==> config.mk <==
export PLATFORM = sky130hd
export DESIGN_NAME = pipe_sequencer_flat
export DESIGN_NICKNAME = d
export VERILOG_FILES = /design/src/rtl/pipe_pkg.sv /design/src/rtl/pipe_sequencer_if.sv /design/src/rtl/pipe_valid_chain.sv /design/src/rtl/pipe_sequencer.sv /design/src/flat_wrapper.sv
export SDC_FILE = /design/constraint.sdc
export NUM_CORES = 1
export LEC_CHECK = 0
export ABC_AREA = 1
export BUFFER_PORTS_ARGS = -buffer_cell sky130_fd_sc_hd__buf_2
export CAP_MARGIN = 0
export CORE_MARGIN = 2
export CORE_UTILIZATION = 50
export DETAILED_ROUTE_END_ITERATION = 8
export PLACE_DENSITY = 0.83
export SYNTH_ARGS = -nofsm -noshare
export SYNTH_HDL_FRONTEND = slang
export SYNTH_SLANG_ARGS = --single-unit
==> constraint.sdc <==
create_clock -name clk -period 2.95 [get_ports clk]
set_input_delay 0.885 -clock clk [delete_from_list [all_inputs] [get_ports clk]]
set_output_delay 0.885 -clock clk [all_outputs]
set_load 0.03 [all_outputs]
==> src/rtl/pipe_pkg.sv <==
// Shared types and defaults for the pipeline sequencer: FSM state encoding,
// valid-chain operation codes and the STAGES/PC_W default values.
package pipe_pkg;

    localparam int unsigned STAGES_DEF = 4;
    localparam int unsigned PC_W_DEF   = 6;

    typedef enum logic [1:0] {
        StIdle   = 2'd0,
        StRun    = 2'd1,
        StPause  = 2'd2,
        StHalted = 2'd3
    } state_e;

    // What the valid/flush chain does on the coming edge.
    typedef enum logic [2:0] {
        OpHold    = 3'd0,
        OpAdvance = 3'd1,
        OpStall   = 3'd2,
        OpBranch  = 3'd3,
        OpHalt    = 3'd4,
        OpClear   = 3'd5
    } chain_op_e;

endpackage

==> src/rtl/pipe_sequencer_if.sv <==
// Control/status bundle between the pipeline sequencer (slave) and its
// environment (master). clk and rst are carried as plain ports instead.
interface pipe_sequencer_if #(
    parameter int unsigned STAGES = pipe_pkg::STAGES_DEF,
    parameter int unsigned PC_W   = pipe_pkg::PC_W_DEF
);
    logic              run_en;
    logic              resume;
    logic              restart;
    logic              halt_req;
    logic              branch_taken;
    logic [PC_W-1:0]   branch_target;
    logic [STAGES-1:0] stall_req;
    logic              step_mode;
    logic              step_req;

    logic [STAGES-1:0] stage_en;
    logic [STAGES-1:0] stage_valid;
    logic [STAGES-1:0] stage_flush;
    logic [PC_W-1:0]   pc;
    logic              pc_wrap;
    logic              halted;
    logic [1:0]        state;

    modport master (
        output run_en, resume, restart, halt_req, branch_taken, branch_target,
               stall_req, step_mode, step_req,
        input  stage_en, stage_valid, stage_flush, pc, pc_wrap, halted, state
    );

    modport slave (
        input  run_en, resume, restart, halt_req, branch_taken, branch_target,
               stall_req, step_mode, step_req,
        output stage_en, stage_valid, stage_flush, pc, pc_wrap, halted, state
    );
endinterface

==> src/rtl/pipe_valid_chain.sv <==
// Per-stage valid bits, squash pulses and latch enables, driven by one
// operation code per cycle from the sequencer FSM.
module pipe_valid_chain
    import pipe_pkg::*;
#(
    parameter int unsigned STAGES = STAGES_DEF
) (
    input  logic              clk,
    input  logic              rst,
    input  chain_op_e         op_i,
    input  logic [STAGES-1:0] stall_i,
    output logic [STAGES-1:0] en_o,
    output logic [STAGES-1:0] valid_o,
    output logic [STAGES-1:0] flush_o
);
    logic [STAGES-1:0] valid_q, valid_d;
    logic [STAGES-1:0] flush_q, flush_d;
    logic [STAGES-1:0] held, bubble, shifted;

    // held covers stage 0 up to the highest requesting stage; the next one gets the bubble.
    always_comb begin
        held = '0;
        for (int i = 0; i < int'(STAGES); i++) begin
            held[i] = |(stall_i >> i);
        end
        bubble  = {held[STAGES-2:0], 1'b0} & ~held;
        shifted = {valid_q[STAGES-2:0], 1'b1};
    end

    always_comb begin
        valid_d = valid_q;
        flush_d = '0;
        en_o    = '0;
        unique case (op_i)
            OpAdvance: begin
                valid_d = shifted;
                en_o    = '1;
            end
            OpStall: begin
                valid_d = (held & valid_q) | (~held & ~bubble & shifted);
                en_o    = ~held;
            end
            OpBranch: begin
                valid_d = {valid_q[STAGES-2], {(STAGES-1){1'b0}}};
                flush_d = {1'b0, {(STAGES-1){1'b1}}};
                en_o    = '1;
            end
            OpHalt: begin
                valid_d = {valid_q[STAGES-1], {(STAGES-1){1'b0}}};
                flush_d = {1'b0, {(STAGES-1){1'b1}}};
            end
            OpClear: begin
                valid_d = '0;
                flush_d = '1;
            end
            default: ;
        endcase
    end

    always_ff @(posedge clk) begin
        if (rst) begin
            valid_q <= '0;
            flush_q <= '0;
        end else begin
            valid_q <= valid_d;
            flush_q <= flush_d;
        end
    end

    assign valid_o = valid_q;
    assign flush_o = flush_q;
endmodule

==> src/rtl/pipe_sequencer.sv <==
// Pipeline sequencer: IDLE/RUN/PAUSE/HALTED FSM, fetch pc and stage control.
// Optional single-step mode is compiled in with macro PIPE_SINGLE_STEP_EN.
module pipe_sequencer
    import pipe_pkg::*;
#(
    parameter int unsigned STAGES = STAGES_DEF,
    parameter int unsigned PC_W   = PC_W_DEF
) (
    input  logic             clk,
    input  logic             rst,
    pipe_sequencer_if.slave  bus
);
    state_e          state_q, state_d;
    logic [PC_W-1:0] pc_q, pc_d;
    logic            pc_wrap_q, pc_wrap_d;
    logic            step_ok;
    chain_op_e       op;

`ifdef PIPE_SINGLE_STEP_EN
    assign step_ok = !bus.step_mode || bus.step_req;
`else
    logic unused_step;
    assign unused_step = bus.step_mode ^ bus.step_req;
    assign step_ok     = 1'b1;
`endif

    always_comb begin
        state_d   = state_q;
        pc_d      = pc_q;
        pc_wrap_d = 1'b0;
        op        = OpHold;
        unique case (state_q)
            StIdle:   if (bus.run_en) state_d = StRun;
            StPause:  if (bus.run_en) state_d = StRun;
            StHalted: if (bus.resume) state_d = StRun;
            StRun: begin
                if (bus.halt_req) begin
                    state_d = StHalted;
                    op      = OpHalt;
                end else if (!bus.run_en) begin
                    state_d = StPause;
                end else if (!step_ok) begin
                    op = OpHold;
                end else if (bus.branch_taken) begin
                    op   = OpBranch;
                    pc_d = bus.branch_target;
                end else if (|bus.stall_req) begin
                    op = OpStall;
                end else begin
                    op        = OpAdvance;
                    pc_d      = pc_q + PC_W'(1);
                    pc_wrap_d = &pc_q;
                end
            end
            default: state_d = StIdle;
        endcase
        if (bus.restart) begin
            state_d   = StIdle;
            pc_d      = '0;
            pc_wrap_d = 1'b0;
            op        = OpClear;
        end
    end

    always_ff @(posedge clk) begin
        if (rst) begin
            state_q   <= StIdle;
            pc_q      <= '0;
            pc_wrap_q <= 1'b0;
        end else begin
            state_q   <= state_d;
            pc_q      <= pc_d;
            pc_wrap_q <= pc_wrap_d;
        end
    end

    pipe_valid_chain #(
        .STAGES (STAGES)
    ) u_chain (
        .clk     (clk),
        .rst     (rst),
        .op_i    (op),
        .stall_i (bus.stall_req),
        .en_o    (bus.stage_en),
        .valid_o (bus.stage_valid),
        .flush_o (bus.stage_flush)
    );

    assign bus.pc      = pc_q;
    assign bus.pc_wrap = pc_wrap_q;
    assign bus.halted  = (state_q == StHalted);
    assign bus.state   = state_q;
endmodule

==> src/flat_wrapper.sv <==
// flat-port wrapper written by rule: the top's interface ports become plain ports
module pipe_sequencer_flat import pipe_pkg::*;
#(
    parameter int unsigned STAGES = STAGES_DEF,
    parameter int unsigned PC_W   = PC_W_DEF
)
  (clk, rst, bus_run_en, bus_resume, bus_restart, bus_halt_req, bus_branch_taken, bus_branch_target, bus_stall_req, bus_step_mode, bus_step_req, bus_stage_en, bus_stage_valid, bus_stage_flush, bus_pc, bus_pc_wrap, bus_halted, bus_state);
  pipe_sequencer_if #(.STAGES(STAGES), .PC_W(PC_W)) bus_i ();
  input  logic clk;
  input  logic rst;
  input wire logic [$bits(bus_i.run_en)-1:0] bus_run_en;
  input wire logic [$bits(bus_i.resume)-1:0] bus_resume;
  input wire logic [$bits(bus_i.restart)-1:0] bus_restart;
  input wire logic [$bits(bus_i.halt_req)-1:0] bus_halt_req;
  input wire logic [$bits(bus_i.branch_taken)-1:0] bus_branch_taken;
  input wire logic [$bits(bus_i.branch_target)-1:0] bus_branch_target;
  input wire logic [$bits(bus_i.stall_req)-1:0] bus_stall_req;
  input wire logic [$bits(bus_i.step_mode)-1:0] bus_step_mode;
  input wire logic [$bits(bus_i.step_req)-1:0] bus_step_req;
  output wire logic [$bits(bus_i.stage_en)-1:0] bus_stage_en;
  output wire logic [$bits(bus_i.stage_valid)-1:0] bus_stage_valid;
  output wire logic [$bits(bus_i.stage_flush)-1:0] bus_stage_flush;
  output wire logic [$bits(bus_i.pc)-1:0] bus_pc;
  output wire logic [$bits(bus_i.pc_wrap)-1:0] bus_pc_wrap;
  output wire logic [$bits(bus_i.halted)-1:0] bus_halted;
  output wire logic [$bits(bus_i.state)-1:0] bus_state;
  assign bus_i.run_en = bus_run_en;
  assign bus_i.resume = bus_resume;
  assign bus_i.restart = bus_restart;
  assign bus_i.halt_req = bus_halt_req;
  assign bus_i.branch_taken = bus_branch_taken;
  assign bus_i.branch_target = bus_branch_target;
  assign bus_i.stall_req = bus_stall_req;
  assign bus_i.step_mode = bus_step_mode;
  assign bus_i.step_req = bus_step_req;
  assign bus_stage_en = bus_i.stage_en;
  assign bus_stage_valid = bus_i.stage_valid;
  assign bus_stage_flush = bus_i.stage_flush;
  assign bus_pc = bus_i.pc;
  assign bus_pc_wrap = bus_i.pc_wrap;
  assign bus_halted = bus_i.halted;
  assign bus_state = bus_i.state;
  pipe_sequencer #(.STAGES(STAGES), .PC_W(PC_W)) u_core (.clk(clk), .rst(rst), .bus(bus_i));
endmodule
## Word level (Yosys, flattened, before mapping)

Cells that the tools add are included.

- Register bits after elaboration: 17
- Input port bits: 19
- Output and inout port bits: 22
- Logic and storage cells: 61

- $add $sub $neg: 1
- Equality and inequality tests: 12
- Multiplexer cells: 16
- Bitwise logic cells: 11
- Reductions and logical operators: 15

Operators with widths:

| kind | number |
|---|---|
| 4-bit case mux with 5 select lines | 1 |
| 4-bit AND | 4 |
| 4-bit case mux with 2 select lines | 2 |
| 3-bit 2-to-1 mux | 5 |
| 6-bit 2-to-1 mux | 2 |
| 2-bit 2-to-1 mux | 5 |
| 10-bit OR reduction | 1 |
| 2-bit OR reduction | 5 |
| 4-bit inverter | 2 |
| 6-bit by 1-bit adder with 6-bit output (second input constant) | 1 |
| 3-bit by 2-bit equality test with 1-bit output (second input constant) | 2 |
| 3-bit equality test (second input constant) | 2 |
| 2-bit case mux with 3 select lines | 1 |
| 6-bit AND reduction | 1 |
| 5-bit nonzero test | 1 |
| 2-bit equality test (second input constant) | 2 |
| 2-bit inequality test (second input constant) | 2 |
| 1-bit inverter | 4 |
| 4-bit bitwise OR | 1 |
| 4-bit AND reduction | 1 |
| 4-bit nonzero test | 1 |
| 4-bit OR reduction | 1 |
| 3-bit by 1-bit equality test with 1-bit output (second input constant) | 1 |
| 3-bit inequality test (second input constant) | 1 |
| other kinds (6) | 6 |

## Logic depth before layout (Yosys ltp)

- Word-level depth: 10
- Depth in mapped cells: 10
- Gate-level depth less buffers: 10

## By module

Synthesis repeated with hierarchy kept, for this count alone.

- Cell total of the unflattened synthesis: 164
- Area, all modules: 1058.5 µm²

By module, submodules not included:

| module | times used | cells each | area an instance (µm²) | sequential area each (µm²) |
|---|---|---|---|---|
| pipe_sequencer | 1 | 101 | 643.1 | 180.2 |
| pipe_valid_chain | 1 | 63 | 415.4 | 120.1 |

## Least setup slack after synthesis

OpenSTA, ideal clock, no wires.

- Path type: input-to-output
- From: input port bus_halt_req
- To: output port bus_stage_en[1]
- Arrival time: 1.988 ns
- Required time: 2.065 ns
- Slack: 0.077 ns
- Stages on the path: 5
- Cells stage by stage: inv_1 > nand2_2 > nor2_8 > nand4_4 > o21ai_0

- Cells in the longest elaborated chain, start to end: 6

Ends and longest elaborated chain:

| element | line | RTL |
|---|---|---|
| start, declared | flat_wrapper.sv:14 | `input wire logic [$bits(bus_i.halt_req)-1:0] bus_halt_req;` |
| 3-bit 2-to-1 mux * | pipe_sequencer.sv:37 | `if (bus.halt_req) begin` |
| 3-bit 2-to-1 mux * | pipe_sequencer.sv:32 | `unique case (state_q)` |
| 3-bit 2-to-1 mux * | pipe_sequencer.sv:57 | `if (bus.restart) begin` |
| 3-bit by 2-bit equality test with 1-bit output or 3-bit by 1-bit equality test with 1-bit output (tied branches) | pipe_valid_chain.sv:34 | `unique case (op_i)` |
| 2-bit OR reduction (no line) | -- |  |
| 4-bit case mux with 2 select lines * | pipe_valid_chain.sv:34 |  |
| end, declared | flat_wrapper.sv:20 | `output wire logic [$bits(bus_i.stage_en)-1:0] bus_stage_en;` |

Every way passes the cells marked *; elsewhere a longest branch is shown, timed or not.

## Worst setup path after layout

- From: input port bus_stall_req[1]
- To: output port bus_stage_en[3]

- Cells in the longest elaborated chain, start to end: 10

Ends and longest elaborated chain:

| element | line | RTL |
|---|---|---|
| start, declared | flat_wrapper.sv:17 | `input wire logic [$bits(bus_i.stall_req)-1:0] bus_stall_req;` |
| 4-bit OR reduction * | pipe_sequencer.sv:47 | `end else if (\|bus.stall_req) begin` |
| 2-bit 2-to-1 mux * | pipe_sequencer.sv:47 |  |
| 3-bit 2-to-1 mux * | pipe_sequencer.sv:44 | `end else if (bus.branch_taken) begin` |
| 3-bit 2-to-1 mux * | pipe_sequencer.sv:40 | `end else if (!bus.run_en) begin` |
| 3-bit 2-to-1 mux * | pipe_sequencer.sv:37 |  |
| 3-bit 2-to-1 mux * | pipe_sequencer.sv:32 |  |
| 3-bit 2-to-1 mux * | pipe_sequencer.sv:57 |  |
| 3-bit by 2-bit equality test with 1-bit output or 3-bit by 1-bit equality test with 1-bit output (tied branches) | pipe_valid_chain.sv:34 |  |
| 2-bit OR reduction (no line) | -- |  |
| 4-bit case mux with 2 select lines * | pipe_valid_chain.sv:34 |  |

Marks and branches as above.

==> flow_metrics.py <==
metrics = {
    "placement": {
        "place_area_um2": 1160,
        "port_buffers": 38,
        "dp.final_hpwl_mm": 1.71,
        "post-place-ws_ps": 218,
        "gp_congestion": 0.807,
    },
    "die": {
        "chipHeight_um": 47.7,
        "core_um2": 1760,
        "rows": 15,
        "design.portCount": 41,
        "floorplan.initialDensity_pct": 54.1,
        "die_outline_area_um2": 2270,
        "width_of_the_die_um": 47.7,
    },
    "synth": {
        "synth-main-ff-cell": "sky130_fd_sc_hd__dfxtp_1",
        "synth.yosys.seq_area_share_pct": 31.5,
        "edff_count_synth": 0,
        "synthesized_area_divided_by_synthesized_cell_count_um2": 6.97,
        "yosysUniqueCellTypes": 32,
        "synthMostInstantiatedCell": "sky130_fd_sc_hd__nand2_1",
        "synth_nets": 157,
        "synthDominantCellAreaShare_pct": 31.5,
        "synth_warnings": 0,
        "synthTopCellsByCount": "sky130_fd_sc_hd__nand2_1 (27), sky130_fd_sc_hd__inv_1 (21), sky130_fd_sc_hd__dfxtp_1 (15), sky130_fd_sc_hd__nor2_1 (12)",
        "ys_async_sr_fraction_pct": 0,
        "synthesis.instances": 137,
        "synth_area_leaders": "sky130_fd_sc_hd__dfxtp_1 (31%), sky130_fd_sc_hd__nand2_1 (11%), sky130_fd_sc_hd__inv_1 (8.3%), sky130_fd_sc_hd__nand3_1 (5.2%), sky130_fd_sc_hd__o21ai_0 (5.2%)",
        "synth.ff_latch_count": 15,
        "synth_top_cell_by_area": "sky130_fd_sc_hd__dfxtp_1",
        "synth.cell_area_um2": 955,
    },
    "global_route": {
        "groute.usage.overall_pct": 20.7,
        "grt_overflow_total": 0,
        "vias_in_the_first_global_route": 857,
        "grt_pass1_wl_mm": 3.37,
        "grt_max_degree": 13,
        "antenna_found_initial": 0,
    },
    "layout": {
        "final_layout_size_suffix_gt1_share_pct": 33.3,
        "antenna_cells": 0,
        "nets": 198,
        "flow.area_growth_from_synthesis_pct": 24.6,
        "postLayoutCellArea_um2": 1190,
    },
    "worst_setup_path": {
        "ff2ff_setup_slack_ps": 1630,
        "worst_ep_arrival_time_ps": 1840,
        "reg2regPathDepth": 9,
        "endpoint": "bus_stage_en[3]",
        "worstPathMaxFanout": 5,
        "startpoint_of_the_lowest_slack_register_to_register_path": "u_core.bus.state[0]",
        "crit_chain": "buf_2, nor2_1, nand2_2, nand2_2, nand3_2, o21ai_0, buf_2",
        "worst-path-stages": 7,
        "startpoint_type": "input port",
        "cp_top_family": "simple AND/OR/NAND/NOR gates",
        "worst-setup-path-type": "input port to primary output",
        "cp_num_buf_inv": 2,
        "end_kind": "primary output",
        "timing.critical_path.from": "bus_stall_req[1]",
        "worst_path_max_delay_cell": "sky130_fd_sc_hd__buf_2",
        "worstPathRequired_ps": 2070,
        "worstReg2RegEnd": "u_core.u_chain.valid_o[3]",
        "critPathMaxStageDelay_ps": 220,
    },
    "power": {
        "max_rail_drop_vdd_v": 0.000255,
        "p_per_area_nw_per_um2": 339,
        "leak_nw": 0.637,
        "total_power_uw": 404,
    },
    "cts": {
        "cts_tree": "done",
        "cts_buffers": 3,
        "tritoncts_num_sinks": 15,
        "cts.clk_slew.worst_paths_ps": 80,
        "cts_buffer_depth": 2,
        "cts_root_buf": "sky130_fd_sc_hd__clkbuf_4",
        "worst_skew_pair.late_latency_ps": 280,
        "cts_repair_resize_count": 0,
        "hold_buffers": 0,
        "post_cts_buffers": 0,
        "htreeDepth": 1,
    },
    "sta": {
        "tightest_slew_ps": 380,
        "finalCriticalPeriod_ps": 2720,
        "maxClockFrequency_mhz": 368,
        "clock_skew_ps": 5.60,
        "final_min_period_over_clock_period_pct": 92.2,
        "rsz0062_at_grt": "false",
        "setup_viol": 0,
        "finalHoldViolations": 0,
        "final_critical_path_setup_slack_ps": 230,
        "setup_total_negative_slack_ps": 0,
        "slew_headroom_pct": 74.6,
        "finalMaxSlewViolations": 0,
    },
    "run_status": {
        "outcome": "complete, no violations",
    },
    "routing": {
        "route.final.wire_length_mm": 2.14,
        "post-route-drc-count": 0,
        "drt-pass1-iter-count": 4,
        "postRouteAntennaNets": 0,
        "route.vias.total": 1014,
        "drt_iter0_markers": 14,
        "routed_wire_length_per_instance_um": 10.6,
        "post_drt_via_cell_ratio": 5.02,
    },
    "run": {
        "max_cap_violations": 0,
    },
    "min_path": {
        "hold_path_depth": 2,
        "holdCritPathClass": "register to register",
    },
}
## state kept, by name, summed over array words and instances, names as in the netlist
name	cells
u_core.bus.state	2
u_core.u_chain.valid_o	4
u_core.bus.pc	6
u_core.bus.pc_wrap	1
u_core.u_chain.flush_o	2
## placed cells by master (no fill, tap or decap), types with 2 or more instances in the layout
| master | n |
|---|---|
| sky130_fd_sc_hd__dfxtp_1 | 15 |
| sky130_fd_sc_hd__nor2_4 | 2 |
| sky130_fd_sc_hd__clkbuf_4 | 3 |
| sky130_fd_sc_hd__inv_1 | 21 |
| sky130_fd_sc_hd__o21ai_0 | 10 |
| sky130_fd_sc_hd__nand2_2 | 6 |
| sky130_fd_sc_hd__a21oi_1 | 8 |
| sky130_fd_sc_hd__buf_2 | 38 |
| sky130_fd_sc_hd__nor4_1 | 2 |
| sky130_fd_sc_hd__nand3_1 | 10 |
| sky130_fd_sc_hd__nor2_1 | 12 |
| sky130_fd_sc_hd__nand2_1 | 27 |
| sky130_fd_sc_hd__o21ai_1 | 2 |
## routing by layer
layer  wire length (µm)  up-vias  track usage [%]  part of all wire [%]
met5                  0        -                0                     0
met3                114        4             3.77                   5.3
met1                941      454             23.1                    44
li1                   -      526                -                     -
met2               1070       30             38.1                    50
met4                 14        0             8.11                  0.65
## kinds of logic after synthesis
logic type / after synthesis / share of synthesized area (%)
and+or+nand+nor: 68 / 38.8
buffers and inverters: 26 / 11.7
DFF: 15 / 31.5
adders and majority gates: 1 / 1.31
AOI/OAI and AO/OA: 27 / 16.8
## worst min-delay path, stage by stage (launching register included)
cell	delay [ps]
sky130_fd_sc_hd__dfxtp_1	330
sky130_fd_sc_hd__nand2_1	60
sky130_fd_sc_hd__a21oi_1	50
## metrics by stage
step | util (%) | hold slack (ps) | instances
finish | 67.4 | 485 | 202
global route | 67.4 | 516 | 202
CTS | 67.4 | 486 | 202
detailed placement | 66.0 | 471 | 198
global placement | 66.0 | 467 | 198
floorplan | - | 590 | 137
## layout make-up
class | instances | area (µm²)
clock buffers | 4 | 26.3
fillers | 173 | 574
inverters | 23 | 91.3
multi-input cells | 96 | 543
flip-flops and latches | 15 | 300
well taps | 25 | 31.3
repair buffers | 39 | 198
## worst min-delay path by stage
stage	to	startpoint
after global placement	u_core.u_chain.valid_o[0]	u_core.u_chain.valid_o[0]
after CTS	u_core.bus.pc[2]	u_core.bus.pc[2]
after floorplan	u_core.u_chain.valid_o[0]	u_core.u_chain.valid_o[0]
final	u_core.u_chain.valid_o[0]	u_core.u_chain.valid_o[0]
after detailed placement	u_core.bus.pc[2]	u_core.bus.pc[2]
after global routing	u_core.u_chain.valid_o[0]	u_core.u_chain.valid_o[0]
## where the power goes
group	internal, mW	total (mW)	switching [mW]
Sequential	0.207	0.210	0.00310
Combinational	0.0272	0.0786	0.0514
Clock	0.0524	0.115	0.0628
Total	0.286	0.404	0.117
Power figures use the tool's default switching activity.
